--- src/rtl/obi_target_demux_if.sv ---
// OBI bus bundle for the target demux: one upstream port plus N_TGT flattened downstream ports.
// slave is the demux view; master is the view of whatever drives it (initiator and targets).
`timescale 1ns/1ps
interface obi_target_demux_if #(
    parameter int unsigned N_TGT = 4
);
    logic                  s_req_i;
    logic                  s_we_i;
    logic [3:0]            s_be_i;
    logic [31:0]           s_addr_i;
    logic [31:0]           s_wdata_i;
    logic                  s_gnt_o;
    logic                  s_rvalid_o;
    logic [31:0]           s_rdata_o;
    logic                  s_err_o;

    logic [N_TGT-1:0]      m_req_o;
    logic [N_TGT-1:0]      m_we_o;
    logic [4*N_TGT-1:0]    m_be_o;
    logic [32*N_TGT-1:0]   m_addr_o;
    logic [32*N_TGT-1:0]   m_wdata_o;
    logic [N_TGT-1:0]      m_gnt_i;
    logic [N_TGT-1:0]      m_rvalid_i;
    logic [32*N_TGT-1:0]   m_rdata_i;

    modport slave (
        input  s_req_i, s_we_i, s_be_i, s_addr_i, s_wdata_i,
        output s_gnt_o, s_rvalid_o, s_rdata_o, s_err_o,
        output m_req_o, m_we_o, m_be_o, m_addr_o, m_wdata_o,
        input  m_gnt_i, m_rvalid_i, m_rdata_i
    );

    modport master (
        output s_req_i, s_we_i, s_be_i, s_addr_i, s_wdata_i,
        input  s_gnt_o, s_rvalid_o, s_rdata_o, s_err_o,
        input  m_req_o, m_we_o, m_be_o, m_addr_o, m_wdata_o,
        output m_gnt_i, m_rvalid_i, m_rdata_i
    );
endinterface

--- src/rtl/obi_target_demux.sv ---
// OBI 1-to-N address demux. An in-order FIFO of {unmapped, sel} routes responses back
// in grant order; unmapped accesses are self-granted and answered with an error beat.
`timescale 1ns/1ps
module obi_target_demux #(
    parameter int unsigned N_TGT      = 4,
    parameter int unsigned SEL_LSB    = 20,
    parameter int unsigned SEL_W      = 2,
    parameter int unsigned ADDR_SHIFT = 2,
    parameter int unsigned MAX_OUT    = 4,
    parameter logic [31:0] ERR_RDATA  = 32'hBADCAB1E
) (
    input  logic                   CLK,
    input  logic                   RSTN,
    obi_target_demux_if.slave      bus,
    output logic                   proto_err_o
);
    localparam int unsigned PTR_W   = $clog2(MAX_OUT);
    localparam int unsigned CNT_W   = PTR_W + 1;
    localparam int unsigned SEL_N   = 2 ** SEL_W;
    // One bit per encodable select value, set for the ones that map to a real target.
    localparam logic [SEL_N-1:0] MAP_MASK = {SEL_N{1'b1}} >> (SEL_N - N_TGT);

    logic [SEL_W-1:0]  w_sel;
    logic              w_unmapped;
    logic [31:0]       w_fwd_addr;
    logic              w_full;
    logic              w_empty;
    logic              w_push;
    logic              w_pop;
    logic [SEL_W-1:0]  w_head_sel;
    logic              w_head_unm;
    logic [N_TGT-1:0]  w_expect;
    logic              w_stray;

    logic [SEL_W-1:0]  r_fifo_sel [MAX_OUT];
    logic [MAX_OUT-1:0] r_fifo_unm;
    logic [PTR_W-1:0]  r_wptr;
    logic [PTR_W-1:0]  r_rptr;
    logic [CNT_W-1:0]  r_count;
    logic              r_proto_err;

    assign w_sel      = bus.s_addr_i[SEL_LSB +: SEL_W];
    assign w_unmapped = ~MAP_MASK[w_sel];
    assign w_fwd_addr = bus.s_addr_i >> ADDR_SHIFT;
    assign w_full     = (r_count == CNT_W'(MAX_OUT));
    assign w_empty    = (r_count == '0);
    assign w_push     = bus.s_req_i & bus.s_gnt_o;
    assign w_head_sel = r_fifo_sel[r_rptr];
    assign w_head_unm = r_fifo_unm[r_rptr];

    // Request path: purely combinational, gated off entirely while the FIFO is full.
    always_comb begin
        bus.m_req_o   = '0;
        bus.m_we_o    = '0;
        bus.m_be_o    = '0;
        bus.m_addr_o  = '0;
        bus.m_wdata_o = '0;
        bus.s_gnt_o   = 1'b0;
        if (!w_full) begin
            if (w_unmapped) begin
                bus.s_gnt_o = bus.s_req_i;
            end else begin
                for (int k = 0; k < N_TGT; k++) begin
                    if (w_sel == SEL_W'(k)) begin
                        bus.m_req_o[k]           = bus.s_req_i;
                        bus.m_we_o[k]            = bus.s_we_i;
                        bus.m_be_o[4*k +: 4]     = bus.s_be_i;
                        bus.m_addr_o[32*k +: 32] = w_fwd_addr;
                        bus.m_wdata_o[32*k +: 32] = bus.s_wdata_i;
                        bus.s_gnt_o              = bus.m_gnt_i[k];
                    end
                end
            end
        end
    end

    // Response path: only the head entry's target may deliver; anything else is a stray.
    always_comb begin
        bus.s_rvalid_o = 1'b0;
        bus.s_rdata_o  = '0;
        bus.s_err_o    = 1'b0;
        w_pop          = 1'b0;
        w_expect       = '0;
        if (!w_empty) begin
            if (w_head_unm) begin
                bus.s_rvalid_o = 1'b1;
                bus.s_rdata_o  = ERR_RDATA;
                bus.s_err_o    = 1'b1;
                w_pop          = 1'b1;
            end else begin
                for (int k = 0; k < N_TGT; k++) begin
                    if (w_head_sel == SEL_W'(k)) begin
                        w_expect[k]    = 1'b1;
                        bus.s_rvalid_o = bus.m_rvalid_i[k];
                        bus.s_rdata_o  = bus.m_rdata_i[32*k +: 32];
                        w_pop          = bus.m_rvalid_i[k];
                    end
                end
            end
        end
    end

    assign w_stray = |(bus.m_rvalid_i & ~w_expect);

    always_ff @(posedge CLK) begin
        if (w_push) begin
            r_fifo_sel[r_wptr] <= w_sel;
            r_fifo_unm[r_wptr] <= w_unmapped;
        end
    end

    always_ff @(posedge CLK or negedge RSTN) begin
        if (!RSTN) begin
            r_wptr      <= '0;
            r_rptr      <= '0;
            r_count     <= '0;
            r_proto_err <= 1'b0;
        end else begin
            if (w_push) r_wptr <= r_wptr + 1'b1;
            if (w_pop)  r_rptr <= r_rptr + 1'b1;
            case ({w_push, w_pop})
                2'b10:   r_count <= r_count + 1'b1;
                2'b01:   r_count <= r_count - 1'b1;
                default: r_count <= r_count;
            endcase
            if (w_stray) r_proto_err <= 1'b1;
        end
    end

    assign proto_err_o = r_proto_err;
endmodule

--- src/flat_wrapper.sv ---
// flat-port wrapper written by rule: the top's interface ports become plain ports
module obi_target_demux_flat 
#(
    parameter int unsigned N_TGT      = 4,
    parameter int unsigned SEL_LSB    = 20,
    parameter int unsigned SEL_W      = 2,
    parameter int unsigned ADDR_SHIFT = 2,
    parameter int unsigned MAX_OUT    = 4,
    parameter logic [31:0] ERR_RDATA  = 32'hBADCAB1E
)
  (CLK, RSTN, proto_err_o, bus_s_req_i, bus_s_we_i, bus_s_be_i, bus_s_addr_i, bus_s_wdata_i, bus_s_gnt_o, bus_s_rvalid_o, bus_s_rdata_o, bus_s_err_o, bus_m_req_o, bus_m_we_o, bus_m_be_o, bus_m_addr_o, bus_m_wdata_o, bus_m_gnt_i, bus_m_rvalid_i, bus_m_rdata_i);
  obi_target_demux_if #(.N_TGT(N_TGT)) bus_i ();
  input  logic CLK;
  input  logic RSTN;
  output logic proto_err_o;
  input wire logic [$bits(bus_i.s_req_i)-1:0] bus_s_req_i;
  input wire logic [$bits(bus_i.s_we_i)-1:0] bus_s_we_i;
  input wire logic [$bits(bus_i.s_be_i)-1:0] bus_s_be_i;
  input wire logic [$bits(bus_i.s_addr_i)-1:0] bus_s_addr_i;
  input wire logic [$bits(bus_i.s_wdata_i)-1:0] bus_s_wdata_i;
  output wire logic [$bits(bus_i.s_gnt_o)-1:0] bus_s_gnt_o;
  output wire logic [$bits(bus_i.s_rvalid_o)-1:0] bus_s_rvalid_o;
  output wire logic [$bits(bus_i.s_rdata_o)-1:0] bus_s_rdata_o;
  output wire logic [$bits(bus_i.s_err_o)-1:0] bus_s_err_o;
  output wire logic [$bits(bus_i.m_req_o)-1:0] bus_m_req_o;
  output wire logic [$bits(bus_i.m_we_o)-1:0] bus_m_we_o;
  output wire logic [$bits(bus_i.m_be_o)-1:0] bus_m_be_o;
  output wire logic [$bits(bus_i.m_addr_o)-1:0] bus_m_addr_o;
  output wire logic [$bits(bus_i.m_wdata_o)-1:0] bus_m_wdata_o;
  input wire logic [$bits(bus_i.m_gnt_i)-1:0] bus_m_gnt_i;
  input wire logic [$bits(bus_i.m_rvalid_i)-1:0] bus_m_rvalid_i;
  input wire logic [$bits(bus_i.m_rdata_i)-1:0] bus_m_rdata_i;
  assign bus_i.s_req_i = bus_s_req_i;
  assign bus_i.s_we_i = bus_s_we_i;
  assign bus_i.s_be_i = bus_s_be_i;
  assign bus_i.s_addr_i = bus_s_addr_i;
  assign bus_i.s_wdata_i = bus_s_wdata_i;
  assign bus_s_gnt_o = bus_i.s_gnt_o;
  assign bus_s_rvalid_o = bus_i.s_rvalid_o;
  assign bus_s_rdata_o = bus_i.s_rdata_o;
  assign bus_s_err_o = bus_i.s_err_o;
  assign bus_m_req_o = bus_i.m_req_o;
  assign bus_m_we_o = bus_i.m_we_o;
  assign bus_m_be_o = bus_i.m_be_o;
  assign bus_m_addr_o = bus_i.m_addr_o;
  assign bus_m_wdata_o = bus_i.m_wdata_o;
  assign bus_i.m_gnt_i = bus_m_gnt_i;
  assign bus_i.m_rvalid_i = bus_m_rvalid_i;
  assign bus_i.m_rdata_i = bus_m_rdata_i;
  obi_target_demux #(.N_TGT(N_TGT), .SEL_LSB(SEL_LSB), .SEL_W(SEL_W), .ADDR_SHIFT(ADDR_SHIFT), .MAX_OUT(MAX_OUT), .ERR_RDATA(ERR_RDATA)) u_core (.CLK(CLK), .RSTN(RSTN), .bus(bus_i), .proto_err_o(proto_err_o));
endmodule
--- config.mk ---
export PLATFORM = sky130hd
export DESIGN_NAME = obi_target_demux_flat
export DESIGN_NICKNAME = d
export VERILOG_FILES = /design/src/rtl/obi_target_demux_if.sv /design/src/rtl/obi_target_demux.sv /design/src/flat_wrapper.sv
export SDC_FILE = /design/constraint.sdc
export NUM_CORES = 1
export LEC_CHECK = 0
export BUFFER_PORTS_ARGS = -buffer_cell sky130_fd_sc_hd__buf_2
export CORE_AREA = 2 2 204 206
export CTS_BUF_LIST = sky130_fd_sc_hd__clkbuf_4
export CTS_CLUSTER_SIZE = 16
export DETAILED_ROUTE_END_ITERATION = 12
export DIE_AREA = 0 0 206 208
export HOLD_SLACK_MARGIN = 0.02
export PLACE_DENSITY = 0.4
export SETUP_SLACK_MARGIN = 0.2
export SYNTH_ARGS = -nofsm -noshare
export SYNTH_HDL_FRONTEND = slang
export SYNTH_SLANG_ARGS = --single-unit
export TNS_END_PERCENT = 50
--- constraint.sdc ---
create_clock -name CLK -period 3.3 [get_ports CLK]
set_input_delay 0.165 -clock CLK [delete_from_list [all_inputs] [get_ports CLK]]
set_output_delay 0.165 -clock CLK [all_outputs]
set_load 0.01 [all_outputs]
# Word level (Yosys, flattened, before mapping)
# Memories as Yosys holds them, arrays and structs flattened.
# Index checks and enable logic that the tools add are counted.
# classes
n_addsub	4
order_cmp	4
n_eq_ne	9
mux	66
bitwise_logic	4
n_reduce_logical	6
# op_table
cell	n
$mux 128	4
$mux 32	10
$mux 30	4
$mux 4	10
$mux 16	2
$mux 1	31
$eq 2x2->1 const B	5
$lt 2x3->1 const B	3
$eq 2x1->1 const B	3
$pmux 3 s2	1
$add 2x1->2 const B	2
$and 4x4->4	1
$bmux 1 s2	2
$bwmux 4	1
$logic_not 2->1	2
$not 4->4	1
$reduce_or 4->1	1
$add 3x1->3 const B	1
$eq 3x3->1 const B	1
$logic_not 3->1	1
$sub 3x1->3 const B	1
$demux 1 s2	1
$ge 2x1->1 const B	1
$reduce_bool 2->1	1
other kinds (3)	3
# word_totals
reg_bits	12
ramBits	8
inputBits	208
out_inout_bits	316
word_cells	99
n_memories	1
# mem_list
memory	words	word_bits	read_ports	rd_ports_with_merged_regs	wr	line_no	rtl
u_core.r_fifo_sel	4	2	1	0	1	obi_target_demux.sv:35	logic [SEL_W-1:0] r_fifo_sel [MAX_OUT];

# Logic depth before layout (Yosys ltp)
# logic_depth
ltp_word	10
ltp_mapped	14
ltp_nobuf	11

# Worst setup path before layout
# No wires, ideal clock.
# synth_path
path_type	register to register
start	register u_core.r_rptr[0]
end	register u_core.r_count[2]
setup_ns	0.079
arrival_ns	2.690
required_time_ns	3.221
slack_ns	0.531
stages_incl_launch_ff	13
path_buffers	2
path_cell_list	dfrtp_1 -> buf_2 -> mux4_2 -> buf_2 -> o311ai_1 -> o21bai_1 -> inv_1 -> ha_1 -> inv_1 -> fa_1 -> xor2_1 -> nor2_1 -> xor2_1
# synth_via
elab_chain_cells	10
# synth_lines
element	line_no	rtl
start: declaration	obi_target_demux.sv:38	logic [PTR_W-1:0] r_rptr;
start signal: assignment	obi_target_demux.sv:120	if (w_pop) r_rptr <= r_rptr + 1'b1;
$mem_v2 4x2	-	
$logic_not 2->1	obi_target_demux.sv:92	if (w_head_sel == SEL_W'(k)) begin
$mux 1 (4 in a row)	-	
$mux 1 * (2 in a row)	-	
net bus_s_rvalid_o	flat_wrapper.sv:22	output wire logic [$bits(bus_i.s_rvalid_o)-1:0] bus_s_rvalid_o;
$eq 2x1->1 / $eq 2x2->1 (equally long branches)	obi_target_demux.sv:121	case ({w_push, w_pop})
$pmux 3 s2 / $reduce_bool 2->1 (equally long branches)	-	
end signal: assignment	obi_target_demux.sv:122	2'b10: r_count <= r_count + 1'b1;
end signal: assignment	obi_target_demux.sv:123	2'b01: r_count <= r_count - 1'b1;
end signal: assignment	obi_target_demux.sv:124	default: r_count <= r_count;
end: declaration	obi_target_demux.sv:39	logic [CNT_W-1:0] r_count;
# Mark *: on every way through the listed nets, which the timed path passes. The rest lies on a longest branch. The select of a mux whose other input is x is not followed.
# A chain may end at the register's enable or synchronous reset.

# Worst setup path after layout
# layout_path
start	register u_core.r_rptr[1]
end	output bus_s_rdata_o[7]
# layout_via
elab_chain_cells	8
# layout_lines
element	line_no	rtl
$mem_v2 4x2	-	
$logic_not 2->1	obi_target_demux.sv:92	
$mux 32 (4 in a row)	obi_target_demux.sv:92	
$mux 32 *	obi_target_demux.sv:85	if (w_head_unm) begin
$mux 32 *	obi_target_demux.sv:84	if (!w_empty) begin
end: declaration	flat_wrapper.sv:23	output wire logic [$bits(bus_i.s_rdata_o)-1:0] bus_s_rdata_o;
# Mark *: on every way between the ends. The rest lies on a longest branch, timed or not. The select of a mux whose other input is x is not followed.

==> flow_metrics.py <==
metrics = {
    "sta": {
        "setup_ws_ps": 355,
        "layout_min_cycle_time_ps": 2950,
        "fin_worst_skew_ps": 17.9,
        "min_period_over_period": 0.893,
        "rsz0062_at_grt": "false",
        "finalSetupTns_ps": 0,
        "slew_headroom": 0.525,
        "slew_viol_final": 0,
        "hold_viol_final": 0,
        "tightestPinTransition_ps": 713,
        "fmax_mhz": 340,
        "finalSetupViolCount": 0,
    },
    "global_route": {
        "grt_pass1_vias": 5330,
        "grt_use_total": 0.0987,
        "antenna_found_initial": 8,
        "grt_max_degree": 69,
        "grt_pass1_wl_um": 32300,
        "grt-ovfl-total": 0,
    },
    "power_and_ir_drop": {
        "p_sw_frac": 0.515,
        "power.density_mw_per_mm2": 518,
        "power_frac_seq": 0.112,
        "p_clk_frac": 0.030,
        "vdd_drop_max_mv": 0.282,
        "pwr-share-comb": 0.857,
        "p_leak_nw": 4.19,
        "p_sw_w": 0.00195,
        "p_int_w": 0.00183,
    },
    "synth": {
        "syn_area_per_cell_um2": 7.48,
        "synth_edf_count": 12,
        "synth_cell_types": 40,
        "synth-async-reset-ratio": 0.400,
        "ys_ff_latch": 20,
        "synth_ff_type": "edfxtp_1",
        "ys_seq_area_frac": 0.134,
        "synth_top_area_share": 0.415,
        "synth_cells": 558,
        "synthTopCellsByArea": "and2_1, mux2i_1, edfxtp_1",
        "ys_warn_count": 0,
        "synth_top_area_cell": "and2_1",
        "syn-cell-area_mm2": 0.00417,
    },
    "place": {
        "portBuffers": 509,
        "globalplace.congestion": 0.795,
        "placed_cell_area_mm2": 0.00725,
        "dp_slack_ps": 401,
        "dpl.hpwl_um": 20500,
    },
    "setup_path": {
        "cp.arrival_ps": 2780,
        "criticalPathCategory": "register to primary output",
        "required_ps": 3130,
        "cp-start-kind": "register",
        "worst-path-max-fanout": 34,
        "setup.worst_path.end_class": "primary output",
    },
    "drt": {
        "routed_wl_um": 24100,
        "drc_errors": 0,
        "drtIter0Drc": 212,
        "first_pass_iters": 4,
        "via_per_inst": 3.58,
        "ant_nets": 0,
        "wl_per_cell_um": 15.3,
        "vias": 5622,
    },
    "floorplanning": {
        "initial_utilization": 0.103,
        "rows": 74,
        "dieArea_mm2": 0.0428,
        "core_mm2": 0.0406,
        "io_pins": 524,
        "dieHeight_um": 208,
        "fp.dieW_um": 206,
    },
    "clock_tree": {
        "cts_buffers": 3,
        "postCtsSetupBuffers": 0,
        "cts_tree": "built",
        "cts_root_buffer": "clkbuf_4",
        "clock_latency_ps": 300,
        "htree_levels": 1,
        "clk_path_buf_depth": 2,
        "clock-sinks": 20,
        "clkSlewWorstSetupHoldPaths_ps": 120,
    },
    "cells_and_area": {
        "final_nets": 1251,
        "final_common_cell": "buf_2",
        "area_delta_synth_final_pct": 74.8,
        "drive_gt1_frac": 0.525,
        "final_area_mm2": 0.00729,
        "final_cell_mix": "buf_2, and2_1, mux2i_1",
    },
    "job": {
        "maxCapViolCount": 0,
    },
    "status": {
        "status": "completed",
    },
    "hold_path": {
        "hold_class": "input pin to register",
    },
}
## kinds of logic (layout without fill, tap and decap cells)
family | after synthesis | in the layout | synth area share
other | 1 | 16 | 0.000898
and+or+nand+nor | 366 | 366 | 0.510
AOI/OAI and AO/OA | 29 | 29 | 0.0396
DFF | 20 | 20 | 0.134
adders and majority gates | 6 | 6 | 0.0198
buffers and inverters | 69 | 536 | 0.0854
xor gates and xnor gates | 6 | 6 | 0.0126
muxes | 61 | 61 | 0.198
## repair_timing
action,CTS,global route
resized for setup,0,1
hold buffers,1,0
setup endpoints to repair,0,1
endpoints found under the hold margin,8,0
## synth_stat cells, types with 2 or more instances
master and count:
and2_1 277, buf_6 2, and3_1 4, a21oi_1 20, nor3_1 5, mux4_1 6
buf_4 17, nor2b_1 7, buf_2 2, xnor2_1 4, ha_1 5, mux4_2 9
edfxtp_1 12, mux2_2 3, nor3b_1 3, dfrtp_1 8, nor2_1 24, xor2_1 2
nand2_1 40, mux2i_1 43, inv_1 9, clkbuf_1 37, o22ai_1 2
## worst max-delay path: stages (launching register included)
cell,delay (ps)
dfrtp_1,550
mux2i_1,360
mux2_2,230
buf_4,400
mux4_1,610
and2_1,160
buf_2,130
## sequential cells by signal, indices dropped and copies added, names as in the netlist
signal and count:
u_core.r_wptr 2, u_core.r_count 3, u_core.proto_err_o 1, u_core.r_fifo_unm 4
u_core.r_rptr 2, u_core.r_fifo_sel 8
## power groups by stage
stage	logic [W]	registers [W]	clock network, W
after floorplan	0.00218	0.000380	0
after global placement	0.00330	0.000426	0
after detailed placement	0.00328	0.000429	0
after CTS	0.00329	0.000425	0.000122
after global routing	0.00356	0.000437	0.000133
final	0.00324	0.000424	0.000115
## metrics by stage
stage          hold WS, ps  power (W)  std cells  utilization
2_1_floorplan         -131    0.00256        569            -
6_report               205    0.00378       1572        0.180
4_1_cts                212    0.00384       1568        0.180
3_5_place_dp          36.7    0.00371       1563        0.179
3_3_place_gp          35.9    0.00373       1563        0.179
5_1_grt                198    0.00413       1569        0.180
## path summary, 6_finish.rpt
path                                                from                              to  slack, ps  cells past startpoint
max                         u_core.r_rptr[1]$_DFFE_PN0P_                bus_s_rdata_o[7]        350                      6
min                                    bus_m_rvalid_i[0]  u_core.proto_err_o$_DFFE_PN0P_        210                      3
max reg2reg                 u_core.r_rptr[0]$_DFFE_PN0P_   u_core.r_count[2]$_DFFE_PN0P_        500                     10
min reg2reg                u_core.r_count[2]$_DFFE_PN0P_   u_core.r_count[2]$_DFFE_PN0P_        520                      1
max in group asynchronous                           RSTN  u_core.proto_err_o$_DFFE_PN0P_       2850                      2
min in group asynchronous                           RSTN   u_core.r_count[2]$_DFFE_PN0P_        240                      2
## metal layers
| metal | wire (um) | share of wire | GRT usage | vias to the layer above |
|---|---|---|---|---|
| met2 | 12300 | 0.51 | 0.192 | 340 |
| met3 | 2280 | 0.095 | 0.0186 | 20 |
| met4 | 369 | 0.015 | 0.0170 | 6 |
| met1 | 9110 | 0.38 | 0.110 | 2521 |
| li1 | - | - | - | 2735 |
| met5 | 37 | 0.0015 | 0 | - |
## final cells by class
type | instances | area [um^2]
Fill cell | 4694 | 33300
Antenna cell | 4 | 10.0
Timing Repair Buffer | 523 | 2670
Multi-Input combinational cell | 480 | 3330
Clock buffer | 3 | 22.5
Tap cell | 532 | 666
Inverter | 9 | 33.8
Clock inverter | 1 | 3.75
Sequential cell | 20 | 562
(Power assumes the default switching activity.)
